===== config.mk =====
export PLATFORM = sky130hd
export DESIGN_NAME = serial_addsub_flat
export DESIGN_NICKNAME = d
export VERILOG_FILES = /design/src/rtl/serial_arith_pkg.sv /design/src/rtl/serial_addsub_if.sv /design/src/rtl/fa_bit_cell.sv /design/src/rtl/serial_addsub.sv /design/src/flat_wrapper.sv
export SDC_FILE = /design/constraint.sdc
export NUM_CORES = 1
export LEC_CHECK = 0
export BUFFER_PORTS_ARGS = -buffer_cell sky130_fd_sc_hd__buf_2
export CAP_MARGIN = 5
export CORE_ASPECT_RATIO = 1.75
export CORE_MARGIN = 5
export CORE_UTILIZATION = 40
export CTS_BUF_LIST = sky130_fd_sc_hd__clkbuf_16
export DETAILED_ROUTE_END_ITERATION = 8
export PLACE_DENSITY_LB_ADDON = 0.2
export SLEW_MARGIN = 20
export SYNTH_ARGS = -nofsm -noshare
export SYNTH_HDL_FRONTEND = slang
export SYNTH_SLANG_ARGS = --single-unit

===== constraint.sdc =====
create_clock -name clk -period 1.92 [get_ports clk]
set_clock_uncertainty 0.15 [all_clocks]
set_input_delay 0.288 -clock clk [delete_from_list [all_inputs] [get_ports clk]]
set_output_delay 0.288 -clock clk [all_outputs]
set_load 0.02 [all_outputs]

===== src/rtl/serial_arith_pkg.sv =====
// rtl/serial_arith_pkg.sv - shared state encoding and sizing helper for bit-serial arithmetic
// Purpose: state encoding for the bit-serial FSMs and a counter sizing function.
// Ports: none (package).
package serial_arith_pkg;

    localparam logic [1:0] S_IDLE = 2'd0;
    localparam logic [1:0] S_RUN  = 2'd1;
    localparam logic [1:0] S_DONE = 2'd2;

    // Counter width for a bit index 0..w-1; never narrower than one bit.
    function automatic int clog2_min1(input int w);
        return (w < 2) ? 1 : $clog2(w);
    endfunction

endpackage


===== src/rtl/serial_addsub_if.sv =====
// rtl/serial_addsub_if.sv - operand/result handshake bundle for serial_addsub
// Purpose: groups the operand request channel and the result channel.
// Ports (signals):
//   in_valid/in_ready, a, b, sub        operand channel (master -> slave)
//   out_valid/out_ready, result, cout, ovf  result channel (slave -> master)
interface serial_addsub_if #(
    parameter int WIDTH = 8
);
    logic             in_valid;
    logic             in_ready;
    logic [WIDTH-1:0] a;
    logic [WIDTH-1:0] b;
    logic             sub;
    logic             out_valid;
    logic             out_ready;
    logic [WIDTH-1:0] result;
    logic             cout;
    logic             ovf;

    modport master (
        output in_valid, a, b, sub, out_ready,
        input  in_ready, out_valid, result, cout, ovf
    );

    modport slave (
        input  in_valid, a, b, sub, out_ready,
        output in_ready, out_valid, result, cout, ovf
    );
endinterface


===== src/rtl/fa_bit_cell.sv =====
// rtl/fa_bit_cell.sv - combinational one-bit full adder
// Purpose: sum/carry of a + b + cin, built as two half-adder stages plus an OR.
// Ports:
//   a, b, cin  in   operand bits and carry in
//   sum, cout  out  sum bit and carry out
module fa_bit_cell (
    input  logic a,
    input  logic b,
    input  logic cin,
    output logic sum,
    output logic cout
);
    logic ha0_sum;
    logic ha0_carry;
    logic ha1_carry;

    // first half adder: a + b
    assign ha0_sum   = a ^ b;
    assign ha0_carry = a & b;

    // second half adder: (a ^ b) + cin
    assign sum       = ha0_sum ^ cin;
    assign ha1_carry = ha0_sum & cin;

    assign cout      = ha0_carry | ha1_carry;
endmodule


===== src/rtl/serial_addsub.sv =====
// rtl/serial_addsub.sv - bit-serial add/subtract engine, one bit per cycle
// Purpose: accepts A, B and sub, streams LSB-first through one full-adder cell,
//          and presents result/cout/ovf after WIDTH cycles until taken.
// Ports:
//   clk    in  rising-edge clock
//   rst_n  in  asynchronous active-low reset
//   bus    slave modport of serial_addsub_if (operand and result channels)
module serial_addsub
    import serial_arith_pkg::*;
#(
    parameter int WIDTH = 8
) (
    input  logic            clk,
    input  logic            rst_n,
    serial_addsub_if.slave  bus
);
    localparam int            CW   = clog2_min1(WIDTH);
    localparam logic [CW-1:0] LAST = CW'(WIDTH - 1);

    logic [1:0]       state;
    logic [1:0]       state_nx;
    logic [WIDTH-1:0] a_sh;
    logic [WIDTH-1:0] b_sh;
    logic [WIDTH-1:0] res_sh;
    logic             carry;
    logic             ovf_r;
    logic [CW-1:0]    cnt;
    logic             cell_sum;
    logic             cell_cout;
    logic             in_ready_c;
    logic             out_valid_c;
    logic             accept;
    logic             last_bit;

    assign last_bit = (cnt == LAST);
    assign accept   = bus.in_valid & bus.in_ready;

    fa_bit_cell u_cell (
        .a    (a_sh[0]),
        .b    (b_sh[0]),
        .cin  (carry),
        .sum  (cell_sum),
        .cout (cell_cout)
    );

    always_ff @(posedge clk or negedge rst_n) begin
        if (!rst_n) begin
            state <= S_IDLE;
        end else begin
            state <= state_nx;
        end
    end

    always_comb begin
        state_nx = state;
        case (state)
            S_IDLE:  if (accept) state_nx = S_RUN;
            S_RUN:   if (last_bit) state_nx = S_DONE;
            S_DONE:  if (bus.out_ready) state_nx = bus.in_valid ? S_RUN : S_IDLE;
            default: state_nx = S_IDLE;
        endcase
    end

    always_comb begin
        in_ready_c  = 1'b0;
        out_valid_c = 1'b0;
        case (state)
            S_IDLE: in_ready_c = 1'b1;
            S_DONE: begin
                out_valid_c = 1'b1;
                // result leaves on the same edge the next operands arrive
                in_ready_c  = bus.out_ready;
            end
            default: ;
        endcase
    end

    // in_ready is masked while reset is held so every output reads 0 then
    assign bus.in_ready  = rst_n & in_ready_c;
    assign bus.out_valid = out_valid_c;
    assign bus.result    = res_sh;
    assign bus.cout      = carry;
    assign bus.ovf       = ovf_r;

    always_ff @(posedge clk or negedge rst_n) begin
        if (!rst_n) begin
            a_sh   <= '0;
            b_sh   <= '0;
            res_sh <= '0;
            carry  <= 1'b0;
            ovf_r  <= 1'b0;
            cnt    <= '0;
        end else if (accept) begin
            // subtraction is A + ~B + 1: invert B and seed the carry with 1
            a_sh  <= bus.a;
            b_sh  <= bus.sub ? ~bus.b : bus.b;
            carry <= bus.sub;
            cnt   <= '0;
        end else if (state == S_RUN) begin
            a_sh   <= a_sh >> 1;
            b_sh   <= b_sh >> 1;
            res_sh <= {cell_sum, res_sh[WIDTH-1:1]};
            carry  <= cell_cout;
            if (last_bit) begin
                // carry into MSB is the held carry; carry out is the cell's
                ovf_r <= carry ^ cell_cout;
                cnt   <= '0;
            end else begin
                cnt <= cnt + 1'b1;
            end
        end
    end
endmodule


===== src/flat_wrapper.sv =====
// flat-port wrapper written by rule: the top's interface ports become plain ports
module serial_addsub_flat import serial_arith_pkg::*;
#(
    parameter int WIDTH = 8
)
  (clk, rst_n, bus_in_valid, bus_a, bus_b, bus_sub, bus_out_ready, bus_in_ready, bus_out_valid, bus_result, bus_cout, bus_ovf);
  serial_addsub_if #(.WIDTH(WIDTH)) bus_i ();
  input  logic clk;
  input  logic rst_n;
  input wire logic [$bits(bus_i.in_valid)-1:0] bus_in_valid;
  input wire logic [$bits(bus_i.a)-1:0] bus_a;
  input wire logic [$bits(bus_i.b)-1:0] bus_b;
  input wire logic [$bits(bus_i.sub)-1:0] bus_sub;
  input wire logic [$bits(bus_i.out_ready)-1:0] bus_out_ready;
  output wire logic [$bits(bus_i.in_ready)-1:0] bus_in_ready;
  output wire logic [$bits(bus_i.out_valid)-1:0] bus_out_valid;
  output wire logic [$bits(bus_i.result)-1:0] bus_result;
  output wire logic [$bits(bus_i.cout)-1:0] bus_cout;
  output wire logic [$bits(bus_i.ovf)-1:0] bus_ovf;
  assign bus_i.in_valid = bus_in_valid;
  assign bus_i.a = bus_a;
  assign bus_i.b = bus_b;
  assign bus_i.sub = bus_sub;
  assign bus_i.out_ready = bus_out_ready;
  assign bus_in_ready = bus_i.in_ready;
  assign bus_out_valid = bus_i.out_valid;
  assign bus_result = bus_i.result;
  assign bus_cout = bus_i.cout;
  assign bus_ovf = bus_i.ovf;
  serial_addsub #(.WIDTH(WIDTH)) u_core (.clk(clk), .rst_n(rst_n), .bus(bus_i));
endmodule

======== Yosys cells after proc, flatten, opt, wreduce, memory -nomap -nowiden ========
Cells that the tools add are included.
storage, ports and cells
  output and inout bits ................... 12
  logic and storage cells ................. 46
  flip-flop bits (word level) ............. 31
operators by class
  equality and inequality tests ........... 6
  bitwise logic cells ..................... 10
  reduce and logical (&&, ||, !) cells .... 5
  muxes and demuxes ....................... 17
  add/subtract/negate cells ............... 1
operators with widths
  kind                   count
  $mux W8                5
  $mux W3                3
  $not A8 Y8             1
  $mux W2                3
  $pmux W2 S3            1
  $reduce_and A3 Y1      2
  $and A1 B1 Y1          4
  $mux W1                4
  $ne A2 B1 Y1 const B   2
  $add A3 B1 Y3 const B  1
  $eq A3 B3 Y1 const B   1
  $xor A1 B1 Y1          3
  $eq A2 B1 Y1 const B   1
  $eq A2 B2 Y1 const B   1
  $logic_not A2 Y1       1
  $ne A2 B2 Y1 const B   1
  $pmux W1 S2            1
  $reduce_and A2 Y1      1
  $reduce_bool A2 Y1     1
  $not A1 Y1             1
  $or A1 B1 Y1           1

======== Longest topological paths before layout ========
  depth in word-level cells ............... 6
  mapped depth ............................ 5
  gate-level depth less buffers ........... 4

======== Hierarchy ========
A second synthesis with hierarchy kept.
unflattened totals
  cells, all modules ...................... 146
  area total of the unflattened synthesis .. 1516.5 sq um
modules (own cells, without submodules)
  module         instances  area each (sq um)  cells each
  serial_addsub  1          1496.4             145
  fa_bit_cell    1          20.0               1

======== Least setup slack after synthesis ========
No wires, ideal clock.
  kind .................................... flip-flop to flip-flop
  from .................................... register u_core.carry, in the netlist u_core.bus.cout
  to ...................................... register u_core.ovf_r, in the netlist u_core.bus.ovf
  slack ................................... 0.231 ns
  arrival time ............................ 1.412 ns
  path buffers ............................ 0
  cell stages (with the launch flop) ...... 5
  required time ........................... 1.642 ns
  period minus slack after synthesis ...... 1.689 ns
  cell sequence ........................... dfrtp_1 inv_1 fa_1 xnor2_1 mux2_1
between the ends
  word-level cells in the longest chain between the ends .. 3
RTL lines
  item                      line                  RTL
  start: declaration        serial_addsub.sv:25   logic carry;
  start signal: assignment  serial_addsub.sv:97   carry <= bus.sub;
  start signal: assignment  serial_addsub.sv:103  carry <= cell_cout;
  $and A1 B1 Y1             fa_bit_cell.sv:23     assign ha1_carry = ha0_sum & cin;
  $or A1 B1 Y1              fa_bit_cell.sv:25     assign cout = ha0_carry | ha1_carry;
  $xor A1 B1 Y1 *           serial_addsub.sv:106  ovf_r <= carry ^ cell_cout;
  end signal: assignment    serial_addsub.sv:106
  end: declaration          serial_addsub.sv:26   logic ovf_r;
Mark *: on every way between the ends. The rest lies on a longest branch, timed or not.
A chain may end at the register's enable or synchronous reset.

======== Worst setup path in the final report ========
  from .................................... input port rst_n
  to ...................................... output port bus_in_ready
between the ends
  word-level cells in the longest chain between the ends .. 1
RTL lines
  item                line                 RTL
  start: declaration  flat_wrapper.sv:9    input logic rst_n;
  $and A1 B1 Y1       serial_addsub.sv:79  assign bus.in_ready = rst_n & in_ready_c;
  end: declaration    flat_wrapper.sv:15   output wire logic [$bits(bus_i.in_ready)-1:0] bus_in_ready;
Every way passes these cells.

==> out/results.txt <==
The top cell type's share of synthesized area came out at 0.496. The run finished with clean final reports. For this design the static power due to leakage is 0.974 nW. For the largest buffer count on any clock path, the log shows 2. The clock root buffer is sky130_fd_sc_hd__clkbuf_16. The tool flagged a number of max-cap violations equal to 0.

Cell accounting for the most synthesized area: sky130_fd_sc_hd__dfrtp_1. For the number of DRC violations after detailed-routing iteration 0, the log shows 48. Latest clock arrival within the worst-skew pair: 0.27 ns. The tools report the total area of sequential cells as 776 sq um.

The proportion of layout cells with a drive suffix above 1 is 0.281, and the final net count is 208. After legalization and detailed placement, the total HPWL measured 2500 um. The total clock buffers created by CTS is 5. The overall die height works out to 92.7 um.

The count of buffers added on input and output ports is 32. The top cell types in the final layout, fill and taps aside, are sky130_fd_sc_hd__nand2_1 (32), sky130_fd_sc_hd__buf_2 (32), sky130_fd_sc_hd__dfrtp_1 (31), sky130_fd_sc_hd__mux2i_1 (15). The logs give 0.242 for the proportion of power drawn by the clock network and 0.322 ns for the worst setup slack after placement.

The setup check on the worst reg-to-reg path leaves a slack of 0.33 ns. The logs give 1.33 ns for the data arrival time of the worst path and 0.389 for the relative contribution of combinational cells to total power. The layout has 390 filler cells. The number of pins exceeding their max-slew limit in the final report was 0. The critical path goes through dlygate4sd3_1 > buf_2 > nand2_1 > nor2_1 > buf_2. The maximum level of the CTS H-tree came out at 2. The critical path is of the in -> out type. The number of storage elements in the synthesis netlist was 31; the highest clock rate was 565 MHz. The starting density of the core is 0.408, and the synthesized area per cell is 10.7 sq um.

Total power divided by cell area: 1530 nW/um^2. Measured in cells, the most critical reg-to-reg path has a length of 4. The area fraction in and, or, nand and nor cells after synthesis is 0.172, and the xor/xnor share of the synthesized area is 0.0504. By area, the combinational part of the netlist is dominated by simple AND/OR/NAND/NOR gates. The total clock sinks is 31. The multiplexer share of the synthesized area is 0.120. Following the worst setup path forward leads to its endpoint at bus_in_ready. The critical path's most frequent cell was sky130_fd_sc_hd__buf_2. Counting every net in the synthesized netlist gives 170. The multi-input combinational cells in the finished layout cover a total of 703 sq um. The floorplan step defined a core boundary enclosing 3830 sq um. The total global routing track utilization was 0.136. After routing the design area is 1920 sq um. The type of the tightest min-delay check was in -> reg. The total overflow reported by the global router is 0. Setup repair after global routing left no endpoint under its margin. The slack of the critical path is 0.151 ns, and the post-CTS clock slew at the launch and capture registers of the worst setup and hold paths is 0.04 ns. The floorplan step set the die width to 57.3 um. The tools report the kind of start point of the critical path as a primary input. The cell family with the largest share of critical-path delay was buffers and inverters. The run gives 146 as the synthesized netlist cell count. On the critical path, the stage with the largest delay is an instance of sky130_fd_sc_hd__dlygate4sd3_1. The startpoint of the most critical hold path was bus_a[0]. The cell area after placement came out at 1770 sq um.

The tools report the maximum vdd drop as 0.946 mV. Total number of cells along the worst setup path: 5. The detail route stage leaves a number of antenna-violating nets equal to 0. The worst setup path is captured at an output port. The number of vias per cell came out at 5.06.

The area fraction in compound gates after synthesis is 0.0785, and the combined area of all synthesized cells is 1560 sq um. The maximum net fanout on the critical path was 8; the critical path buffer and inverter count was 3. The logs give 0 for the number of antenna violations at the first check in global routing and 0.369 for the part of the power in registers. The final critical delay including setup and external delays is 1.77 ns. The number of placement rows is 30, and the routed length per placed instance is 13.7 um.

In this run the power spent charging and discharging nets is 0.00105 W. The total of endpoints with negative setup slack in the final report came out at 0. The startpoint identified for the worst register-to-register timing path is u_core.bus.cout. Gates resized during post-CTS repair numbered 0. The switching part of the total works out to 0.358. For this run, the slowest stage of the critical path takes 0.51 ns. Share of the clock period used by the worst path: 0.921. Area growth from synthesis to layout: 22.7%. The number of DRC violations after detailed routing came out at 0.

The final route contains 1179 vias. The total die area is 5310 sq um, and the global-route wire length before repair is 5680 um. The repair_antennas step left the layout with diodes totalling 0. The tools report the startpoint of the most critical setup path as rst_n. TritonCTS built the clock tree.

Final-report hold violation count: 0. The run gives 0.793 as the worst max-slew margin expressed relative to the limit. Summed over all failing endpoints, the final setup total negative slack is 0 ns. The first-pass iteration count of the detailed router is 5. Transition time of the tightest slew-check pin: 0.311 ns. For the number of global-route vias before repair, the log shows 1224. The worst register-to-register path ends at u_core.bus.ovf.

The synthesized-area fraction occupied by adder cells is 0.0288, and the number of synthesis warnings is 0. Yosys attributes the largest share of cell area to sky130_fd_sc_hd__dfrtp_1 (50%), sky130_fd_sc_hd__mux2i_1 (9.6%), sky130_fd_sc_hd__nand2_1 (7.7%). The tools report the final wirelength as 3200 um. Routability-driven placement finished with a final weighted congestion of 0.788.

STA puts the critical path data required time at 1.48 ns. Entering global routing, the biggest net connects 28 pins. Number of distinct standard cells referenced by the synthesized netlist: 32. I/O pin count: 33. The logs give 0.496 for the sequential element share of the synthesized area and 0.00188 W for the internal power.
## timing repair
item,CTS,global route
buffers inserted,0,0
hold buffers,1,0
hold endpoints to repair,12,0
## power by group through the flow
stage                     Combinational (W)  Clock (W)  Sequential, W
final                               0.00114   0.000708        0.00108
after detailed placement            0.00116          0        0.00110
after CTS                           0.00116   0.000730        0.00109
after global routing                0.00128   0.000760        0.00113
after global placement              0.00112          0        0.00108
after floorplan                    0.000807          0        0.00116
## worst min-delay path, delay by kind of cell
| kind | cells | cell delay [ns] |
|---|---|---|
| AOI/OAI and AO/OA | 1 | 0.07 |
| and+or+nand+nor | 1 | 0.07 |
| buffers and inverters | 1 | 0.07 |
## layout make-up
| cell class | count | share of cell area |
|---|---|---|
| well taps | 48 | 0.0313 |
| inverters | 3 | 0.00587 |
| clock buffers | 5 | 0.0653 |
| clock inverters | 3 | 0.00587 |
| flip-flops and latches | 31 | 0.405 |
| multi-input cells | 102 | 0.367 |
| repair buffers | 41 | 0.120 |
## logic make-up after synthesis
kind of cell               after synthesis
AOI/OAI and AO/OA                       19
and+or+nand+nor                         53
buffers and inverters                   13
xor gates and xnor gates                 9
muxes                                   18
DFF                                     31
adders and majority gates                3
## worst min-delay path by stage
stage | cells after the start | end | slack [ns]
2_1_floorplan | 0 | u_core.a_sh[0] | -0.16
3_3_place_gp | 1 | u_core.cnt[2] | -0.02
3_5_place_dp | 1 | u_core.cnt[2] | -0.01
4_1_cts | 3 | u_core.a_sh[0] | 0.13
5_1_grt | 3 | u_core.a_sh[1] | 0.15
6_report | 3 | u_core.a_sh[0] | 0.14
## per-stage QoR
| stage | util | instances | total power [W] | hold slack (ns) |
|---|---|---|---|---|
| 2_1_floorplan | - | 146 | 0.00197 | -0.158 |
| 3_3_place_gp | 0.462 | 224 | 0.00220 | -0.0152 |
| 3_5_place_dp | 0.462 | 224 | 0.00225 | -0.0137 |
| 4_1_cts | 0.501 | 233 | 0.00298 | 0.133 |
| 5_1_grt | 0.501 | 233 | 0.00317 | 0.151 |
| 6_report | 0.501 | 233 | 0.00293 | 0.138 |
## flip-flops by register name, indices dropped and copies added (netlist names)
| name | cells |
|---|---|
| u_core.a_sh | 8 |
| u_core.bus.result | 8 |
| u_core.bus.cout | 1 |
| u_core.cnt | 3 |
| u_core.bus.ovf | 1 |
| u_core.b_sh | 8 |
| u_core.state | 2 |
## layer usage
metal | GRT usage | up-vias | share of wire
met5 | 0 | - | 0
met4 | 0.0677 | 0 | 0.018
met3 | 0.0363 | 4 | 0.061
met2 | 0.217 | 36 | 0.51
met1 | 0.168 | 564 | 0.41
li1 | - | 575 | -
## Yosys cell counts
| library cell | number |
|---|---|
| sky130_fd_sc_hd__a21oi_1 | 3 |
| sky130_fd_sc_hd__a221o_1 | 4 |
| sky130_fd_sc_hd__a31oi_2 | 1 |
| sky130_fd_sc_hd__and2_1 | 4 |
| sky130_fd_sc_hd__and2b_4 | 1 |
| sky130_fd_sc_hd__and3_1 | 1 |
| sky130_fd_sc_hd__buf_2 | 3 |
| sky130_fd_sc_hd__buf_4 | 2 |
| sky130_fd_sc_hd__buf_6 | 3 |
| sky130_fd_sc_hd__clkbuf_1 | 1 |
| sky130_fd_sc_hd__clkbuf_2 | 1 |
| sky130_fd_sc_hd__dfrtp_1 | 31 |
| sky130_fd_sc_hd__fa_1 | 1 |
| sky130_fd_sc_hd__ha_1 | 2 |
| sky130_fd_sc_hd__inv_1 | 3 |
| sky130_fd_sc_hd__mux2_1 | 1 |
| sky130_fd_sc_hd__mux2_2 | 1 |
| sky130_fd_sc_hd__mux2_4 | 1 |
| sky130_fd_sc_hd__mux2i_1 | 15 |
| sky130_fd_sc_hd__nand2_1 | 32 |
| sky130_fd_sc_hd__nand2b_1 | 1 |
| sky130_fd_sc_hd__nand2b_2 | 1 |
| sky130_fd_sc_hd__nand3_4 | 1 |
| sky130_fd_sc_hd__nand4_1 | 8 |
| sky130_fd_sc_hd__nor2_1 | 1 |
| sky130_fd_sc_hd__nor2b_1 | 1 |
| sky130_fd_sc_hd__nor2b_2 | 1 |
| sky130_fd_sc_hd__o21ai_0 | 3 |
| sky130_fd_sc_hd__o21ai_1 | 8 |
| sky130_fd_sc_hd__or3_1 | 1 |
| sky130_fd_sc_hd__xnor2_1 | 5 |
| sky130_fd_sc_hd__xor2_1 | 4 |
No activity file was read; power rests on OpenSTA's default activity.
